[src/rtl/ram_arbiter.sv]
// ram_arbiter
//
// Two-port controller in front of the 64 KiB byte-addressed unified RAM.
// Instruction fetches and data loads/stores share the single RAM port.
// Each access goes through the RAM's one-cycle registered read. Byte and
// halfword stores become a read-modify-write, because the RAM only writes
// whole words.
//
// Ports
//   clk, rst        rising-edge clock; asynchronous active-high reset
//   i_req/i_addr    instruction read request and byte address
//   i_ack/i_rdata   one-cycle completion pulse and fetched word
//   d_req/d_we      data request; 1 = store, 0 = load
//   d_size          00 byte, 01 half, 10/11 word
//   d_signed        sign-extend sub-word loads
//   d_addr/d_wdata  data byte address and store data (low bytes used)
//   d_ack/d_rdata   one-cycle completion pulse and extended load data
//   ram_addr        registered RAM address
//   ram_wdata       registered RAM write data
//   ram_wen         registered RAM write enable
//   ram_rdata       RAM registered read data
//
// Configuration
//   RAM_ARB_RR_EN   when defined, round-robin arbitration between the ports
//                   (the port not granted most recently wins a tie). When
//                   undefined, data always beats instruction and no
//                   last-grant register exists.

module ram_arbiter (
   input  logic        clk,
   input  logic        rst,
   input  logic        i_req,
   input  logic [15:0] i_addr,
   output logic        i_ack,
   output logic [31:0] i_rdata,
   input  logic        d_req,
   input  logic        d_we,
   input  logic [1:0]  d_size,
   input  logic        d_signed,
   input  logic [15:0] d_addr,
   input  logic [31:0] d_wdata,
   output logic        d_ack,
   output logic [31:0] d_rdata,
   output logic [15:0] ram_addr,
   output logic [31:0] ram_wdata,
   output logic        ram_wen,
   input  logic [31:0] ram_rdata
);

   typedef enum logic [2:0] {IDLE, RD, RDW, WR, DONE} state_t;

   state_t      state_q, state_d;
   // Granted port of the access in flight: 1 = data, 0 = instruction.
   logic        port_q, port_d;
   logic        we_q, we_d;
   logic [1:0]  size_q, size_d;
   logic        signed_q, signed_d;
   logic [15:0] ram_addr_q, ram_addr_d;
   logic [31:0] ram_wdata_q, ram_wdata_d;
   logic        ram_wen_q, ram_wen_d;
   logic        i_ack_q, i_ack_d;
   logic        d_ack_q, d_ack_d;
   logic [31:0] i_rdata_q, i_rdata_d;
   logic [31:0] d_rdata_q, d_rdata_d;

   logic        sel_data;
   logic [31:0] load_ext;
   logic [31:0] rmw_merge;

`ifdef RAM_ARB_RR_EN
   // Port granted most recently: 1 = data, 0 = instruction.
   logic        last_grant_q, last_grant_d;
`endif

   // Arbitration: which port wins if IDLE grants this cycle.
   always_comb begin
`ifdef RAM_ARB_RR_EN
      if (i_req && d_req) begin
         sel_data = ~last_grant_q;
      end else begin
         sel_data = d_req;
      end
`else
      sel_data = d_req;
`endif
   end

   // Load extension and sub-word merge, both taken from the word the RAM
   // returns in RDW. During an RMW, ram_wdata_q still holds the store
   // operand latched at grant time. The RAM ignores it until the write
   // cycle, so that register doubles as the operand latch.
   always_comb begin
      case (size_q)
         2'b00:   load_ext = {{24{signed_q & ram_rdata[7]}},  ram_rdata[7:0]};
         2'b01:   load_ext = {{16{signed_q & ram_rdata[15]}}, ram_rdata[15:0]};
         default: load_ext = ram_rdata;
      endcase
      if (size_q == 2'b00) begin
         rmw_merge = {ram_rdata[31:8], ram_wdata_q[7:0]};
      end else begin
         rmw_merge = {ram_rdata[31:16], ram_wdata_q[15:0]};
      end
   end

   // Next-state and output logic. Write enable and acks default low, so
   // each is a single-cycle pulse in WR and DONE respectively.
   always_comb begin
      state_d     = state_q;
      port_d      = port_q;
      we_d        = we_q;
      size_d      = size_q;
      signed_d    = signed_q;
      ram_addr_d  = ram_addr_q;
      ram_wdata_d = ram_wdata_q;
      ram_wen_d   = 1'b0;
      i_ack_d     = 1'b0;
      d_ack_d     = 1'b0;
      i_rdata_d   = i_rdata_q;
      d_rdata_d   = d_rdata_q;
`ifdef RAM_ARB_RR_EN
      last_grant_d = last_grant_q;
`endif

      case (state_q)
         IDLE: begin
            if (i_req || d_req) begin
               port_d = sel_data;
`ifdef RAM_ARB_RR_EN
               last_grant_d = sel_data;
`endif
               if (sel_data) begin
                  ram_addr_d  = d_addr;
                  ram_wdata_d = d_wdata;
                  we_d        = d_we;
                  size_d      = d_size;
                  signed_d    = d_signed;
                  // Only a full-word store can skip the read.
                  if (d_we && d_size[1]) begin
                     ram_wen_d = 1'b1;
                     state_d   = WR;
                  end else begin
                     state_d   = RD;
                  end
               end else begin
                  ram_addr_d = i_addr;
                  we_d       = 1'b0;
                  size_d     = 2'b10;
                  signed_d   = 1'b0;
                  state_d    = RD;
               end
            end
         end

         RD: begin
            state_d = RDW;
         end

         RDW: begin
            if (we_q) begin
               ram_wdata_d = rmw_merge;
               ram_wen_d   = 1'b1;
               state_d     = WR;
            end else begin
               if (port_q) begin
                  d_rdata_d = load_ext;
                  d_ack_d   = 1'b1;
               end else begin
                  i_rdata_d = ram_rdata;
                  i_ack_d   = 1'b1;
               end
               state_d = DONE;
            end
         end

         WR: begin
            // Only the data port ever writes.
            d_ack_d = 1'b1;
            state_d = DONE;
         end

         DONE: begin
            state_d = IDLE;
         end

         default: begin
            state_d = IDLE;
         end
      endcase
   end

   // State and output registers. Reset clears ram_wen immediately, so an
   // access aborted before its write edge leaves memory unmodified.
   always_ff @(posedge clk or posedge rst) begin
      if (rst) begin
         state_q     <= IDLE;
         port_q      <= 1'b0;
         we_q        <= 1'b0;
         size_q      <= 2'b00;
         signed_q    <= 1'b0;
         ram_addr_q  <= 16'h0000;
         ram_wdata_q <= 32'h0000_0000;
         ram_wen_q   <= 1'b0;
         i_ack_q     <= 1'b0;
         d_ack_q     <= 1'b0;
         i_rdata_q   <= 32'h0000_0000;
         d_rdata_q   <= 32'h0000_0000;
      end else begin
         state_q     <= state_d;
         port_q      <= port_d;
         we_q        <= we_d;
         size_q      <= size_d;
         signed_q    <= signed_d;
         ram_addr_q  <= ram_addr_d;
         ram_wdata_q <= ram_wdata_d;
         ram_wen_q   <= ram_wen_d;
         i_ack_q     <= i_ack_d;
         d_ack_q     <= d_ack_d;
         i_rdata_q   <= i_rdata_d;
         d_rdata_q   <= d_rdata_d;
      end
   end

`ifdef RAM_ARB_RR_EN
   // Last-grant register. It resets to instruction, so the first contention
   // after reset goes to the data port.
   always_ff @(posedge clk or posedge rst) begin
      if (rst) begin
         last_grant_q <= 1'b0;
      end else begin
         last_grant_q <= last_grant_d;
      end
   end
`endif

   assign ram_addr  = ram_addr_q;
   assign ram_wdata = ram_wdata_q;
   assign ram_wen   = ram_wen_q;
   assign i_ack     = i_ack_q;
   assign i_rdata   = i_rdata_q;
   assign d_ack     = d_ack_q;
   assign d_rdata   = d_rdata_q;

endmodule

[config.mk]
export PLATFORM = sky130hd
export DESIGN_NAME = ram_arbiter
export DESIGN_NICKNAME = d
export VERILOG_FILES = /design/src/rtl/ram_arbiter.sv
export SDC_FILE = /design/constraint.sdc
export NUM_CORES = 1
export LEC_CHECK = 0
export ABC_CLOCK_PERIOD_IN_PS = 6560
export BUFFER_PORTS_ARGS = -buffer_cell sky130_fd_sc_hd__buf_4
export CAP_MARGIN = 20
export CORE_AREA = 8 8 101 122
export DETAILED_ROUTE_END_ITERATION = 7
export DIE_AREA = 0 0 109 130
export HOLD_SLACK_MARGIN = 0.03
export PLACE_DENSITY = 0.84
export RECOVER_POWER = 100
export SLEW_MARGIN = 10
export SYNTH_ARGS = -nofsm -noshare
export SYNTH_HDL_FRONTEND = slang
export SYNTH_SLANG_ARGS = --single-unit
[constraint.sdc]
create_clock -name clk -period 6.56 [get_ports clk]
set_input_delay 0.656 -clock clk [delete_from_list [all_inputs] [get_ports clk]]
set_output_delay 0.656 -clock clk [all_outputs]
set_load 0.02 [all_outputs]
After elaboration in Yosys (flattened, before gate mapping). Cells that the tools add are included. Widths: inputs -> output; s select.

Register bits after elaboration: 123. Input bits: 104. Word-level logic and storage cells: 64.

Equality and inequality tests: 8. Multiplexer cells: 26. Bitwise operators: 5. Reduce and logical (&&, ||, !) cells: 11.

Operators by type and width (count): $pmux 32 s2 (2); $mux 32 (3); $mux 16 (2); $pmux 3 s4 (1); $mux 1 (11); $mux 3 (3); $ne 2x2->1 const B (4); $reduce_and 4->1 (2); $eq 3x2->1 const B (2); $reduce_and 3->1 (2); $reduce_and 5->1 (1); $mux 2 (2); $pmux 1 s2 (2); $eq 3x1->1 const B (1); $logic_not 3->1 (1); $not 1->1 (3); $and 1x1->1 (2); $eq 2x1->1 const B (1); $logic_not 2->1 (1); $reduce_and 2->1 (1); $reduce_bool 2->1 (1); $logic_and 1x1->1 (1); $logic_or 1x1->1 (1).

Logic depth before layout (Yosys ltp).
Depth after elaboration: 5. Gate-level depth with buffers: 6.

Worst setup path after synthesis. OpenSTA, ideal clock, no wires.

Kind: input -> register. Start point: input d_req. End point: register ram_wdata_q[0], in the netlist ram_wdata[0]. Arrival time: 1.979 ns. Required time: 6.435 ns. Setup slack: 4.457 ns. Stages: 4. Buffers on the path: 2. Path through: buf_2 nor4b_1 buf_2 mux2_2.

Cells in the longest elaborated chain, start to end: 2.

Ends and longest elaborated chain: start: declaration (line 36) `input logic d_req,`; $logic_or 1x1->1 (line 126) `if (i_req || d_req) begin`; $reduce_and 4->1 (no line) (*); end signal: assignment (line 214) `ram_wdata_q <= ram_wdata_d;`; end: declaration (line 59) `logic [31:0] ram_wdata_q, ram_wdata_d;`.

Every way passes the cells marked *; elsewhere a longest branch is shown, timed or not. A chain may end at the register's enable or synchronous reset.

Worst setup path after layout.
Start point: register state_q[1]. End point: register i_rdata_q[15], in the netlist i_rdata[15].

Cells in the longest elaborated chain, start to end: 2.

Ends and longest elaborated chain: start: declaration (line 52) `state_t state_q, state_d;`; start signal: assignment (line 208) `state_q <= state_d;`; $eq 3x2->1 (line 124) `case (state_q)`; $reduce_and 3->1 (no line); end signal: assignment (line 218) `i_rdata_q <= i_rdata_d;`; end: declaration (line 63) `logic [31:0] i_rdata_q, i_rdata_d;`.

No other way between the ends.

==> flow_summary.toml <==
[timing]
min_period_over_period_pct = 48.7
rsz0062_at_grt = "no"
setup_viol = 0
hold_violations = 0
fin_setup_tns_ns = 0
slew_headroom_pct = -83.0
worst_pin_slew_ns = 2.73
max_freq_mhz = 313
fin_ws_ns = 3.36
post-route-min-period_ns = 3.20
finClkSkew_ns = 0.00723
finalMaxSlewViolations = 99

[placement]
place_ws_ns = 3.96
port_buffers = 218
dp.cells = 711
gp_congestion = 0.742
hpwl_um = 11000

[layout]
areaGrowthSynthToFinish_pct = 33.2
drive_gt1_share_pct = 35.8
final_common_cell = "dfrtp_1"
final_cells = 740
diodes = 0
final_cell_mix = "dfrtp_1, clkbuf_1, buf_4, mux2_2, a21oi_1"
utilization_pct = 68.0
layout.nets = 707

[global_routing]
gr-usage-met3_pct = 7.30
top_usage_layer = "met2"
grt_overflow = 0
grt_start_max_net_pins = 64
grt_pass1_wl_um = 23100
use_met2_pct = 37.3
grt_pass1_vias = 4437
track_usage_pct = 21.2
grt_antenna_before_repair = 0
met1_usage_pct = 22.3

[synth]
ys_seq_elements = 123
synth_area_per_cell_um2 = 13.5
synth.net_count = 493
ys_seq_area_share_pct = 58.5
yosys_warnings = 0
synth.cell_area_um2 = 5270
synth.distinct_cells = 36
synthCells = 389

[setup_path]
crit_chain = "nor4b_1 -> clkbuf_1 -> nor2b_4 -> mux2_1"
worstSetupPathType = "register to register"
r2r_start = "state_q[1]$_DFFE_PP0P_"
cp_max_fo = 33
worstSetupStartpointType = "register"
critPathMaxStageDelay_ns = 0.95
slowest_stage = "nor2b_4"
worstRegToRegCells = 4
r2r-end = "i_rdata[15]$_DFFE_PP0P_"
r2r_slack_ns = 3.36
crit_path_end_kind = "register"
critPathArrivalTime_ns = 3.47
cp.required_ns = 6.83

[clock_tree]
post_cts_buffers = 0
clkLatencyLatePin_ns = 0.40
clock-sinks = 123
clk_pin_slew_ns = 0.05
cts_tree = "done"
cts_resized = 0
cts_max_path_buffers = 2
postCtsHoldBufs = 0
htreeDepth = 4
cts_buffers = 17
clock-root-buffer = "clkbuf_16"

[outcome]
run_status = "complete, but fails checks"
failed_checks = "max-capacitance violations, max-slew violations"

[die]
die_h_um = 130
coreArea_um2 = 10300
start_util_pct = 51.1
num_rows = 41
io_pins = 219
die_w_um = 109
die_area_um2 = 14200

[drt]
vias = 4025
drt-wirelength-per-cell_um = 20.1
drc_errors = 0
drtAntennaViolNets = 0
totalWireLength_um = 14800
drt-vias-per-instance = 5.44
drt-initial-drc-count = 186
drtPass1Iterations = 4

[pwr]
p_leak_nw = 3.04
irDropWorstVdd_mv = 0.268
p_per_area_nw_per_um2 = 546

[hold_path]
min_path_cells = 1
worstHoldStart = "i_rdata[17]$_DFFE_PP0P_"
holdPathEnd = "i_rdata[17]$_DFFE_PP0P_"
hold_path.class = "register to register"

[job]
drv_cap = 3
-- area by class of cell --
type                    instances  area [µm²]
well taps                     129         161
flip-flops and latches        123        3080
fillers                       865        3300
clock inverters                 4        45.0
multi-input cells             236        2010
inverters                       1        5.00
repair buffers                224        1240
clock buffers                  23         468
-- logic make-up after synthesis --
| family | after synthesis | synth area share [%] |
|---|---|---|
| DFF | 123 | 58.5 |
| muxes | 114 | 24.4 |
| AOI/OAI and AO/OA | 82 | 9.55 |
| and+or+nand+nor | 40 | 4.66 |
| buffers and inverters | 30 | 2.95 |
-- sequential cells by signal, summed over array words and instances, names as in the netlist --
signal     flops
i_ack          1
ram_addr      16
i_rdata       32
state_q        3
d_ack          1
ram_wdata     32
d_rdata       32
port_q         1
signed_q       1
we_q           1
size_q         2
ram_wen        1
-- Yosys cell counts --
cell | count | area [µm²]
a211oi_2 | 1 | 12.5
a21o_1 | 1 | 7.51
a21oi_1 | 42 | 210
a21oi_2 | 1 | 8.76
a22o_1 | 3 | 26.3
a2bb2oi_1 | 8 | 70.1
a31oi_1 | 16 | 100
and2_0 | 1 | 6.26
buf_1 | 3 | 11.3
buf_2 | 10 | 50.1
buf_4 | 2 | 15.0
buf_6 | 3 | 33.8
clkbuf_1 | 11 | 41.3
dfrtp_1 | 123 | 3080
inv_1 | 1 | 3.75
mux2_1 | 29 | 327
mux2_2 | 85 | 957
nand2_1 | 20 | 75.1
nand2b_1 | 1 | 6.26
nand3_1 | 1 | 5.00
nand3b_1 | 2 | 15.0
nand4bb_1 | 1 | 11.3
nor2_1 | 2 | 7.51
nor2b_1 | 2 | 12.5
nor3_4 | 1 | 16.3
nor3b_1 | 1 | 7.51
nor3b_2 | 1 | 12.5
nor4b_1 | 1 | 8.76
nor4b_4 | 1 | 23.8
nor4bb_1 | 1 | 10.0
o21a_1 | 1 | 7.51
o22ai_1 | 8 | 50.1
o32a_1 | 1 | 10.0
or2_2 | 2 | 12.5
or3_1 | 1 | 6.26
or3b_2 | 1 | 8.76
-- metrics by stage --
step	instance area [µm²]	total power [mW]	hold WS, ns
after detailed placement	6970	3.34	0.476
after global routing	7010	4.05	0.468
after CTS	7480	4.18	0.444
after floorplan	5270	2.50	0.488
after global placement	6960	3.25	0.471
final	7010	3.83	0.479
-- worst max path at each step --
stage | startpoint | endpoint | slack, ns | cells past startpoint
2_1_floorplan | rst | d_ack$_DFF_PP0_ | 2.63 | 1
3_3_place_gp | state_q[1]$_DFFE_PP0P_ | i_rdata[30]$_DFFE_PP0P_ | 4.03 | 4
3_5_place_dp | state_q[1]$_DFFE_PP0P_ | i_rdata[29]$_DFFE_PP0P_ | 3.96 | 4
4_1_cts | state_q[1]$_DFFE_PP0P_ | i_rdata[29]$_DFFE_PP0P_ | 3.95 | 4
5_1_grt | state_q[1]$_DFFE_PP0P_ | i_rdata[15]$_DFFE_PP0P_ | 3.12 | 4
6_report | state_q[1]$_DFFE_PP0P_ | i_rdata[15]$_DFFE_PP0P_ | 3.36 | 4
-- critical path: cells and delay by family (launching register included) --
family	cells	cell delay [ns]
and+or+nand+nor	2	1.23
DFF	1	0.54
muxes	1	0.40
buffers and inverters	1	0.88
-- metal layers --
layer	vias to the layer above	share of wire, %	routed length, µm
met5	-	0	0
met2	150	53	7880
met3	26	8.3	1230
li1	1846	-	-
met4	0	3.0	451
met1	2003	36	5270
-- power by group --
part	total, mW	switching, mW	internal (mW)
clock network	0.822	0.295	0.527
logic	1.61	0.993	0.613
registers	1.40	0.260	1.14
total	3.83	1.55	2.28
No activity file was read; power rests on OpenSTA's default activity.
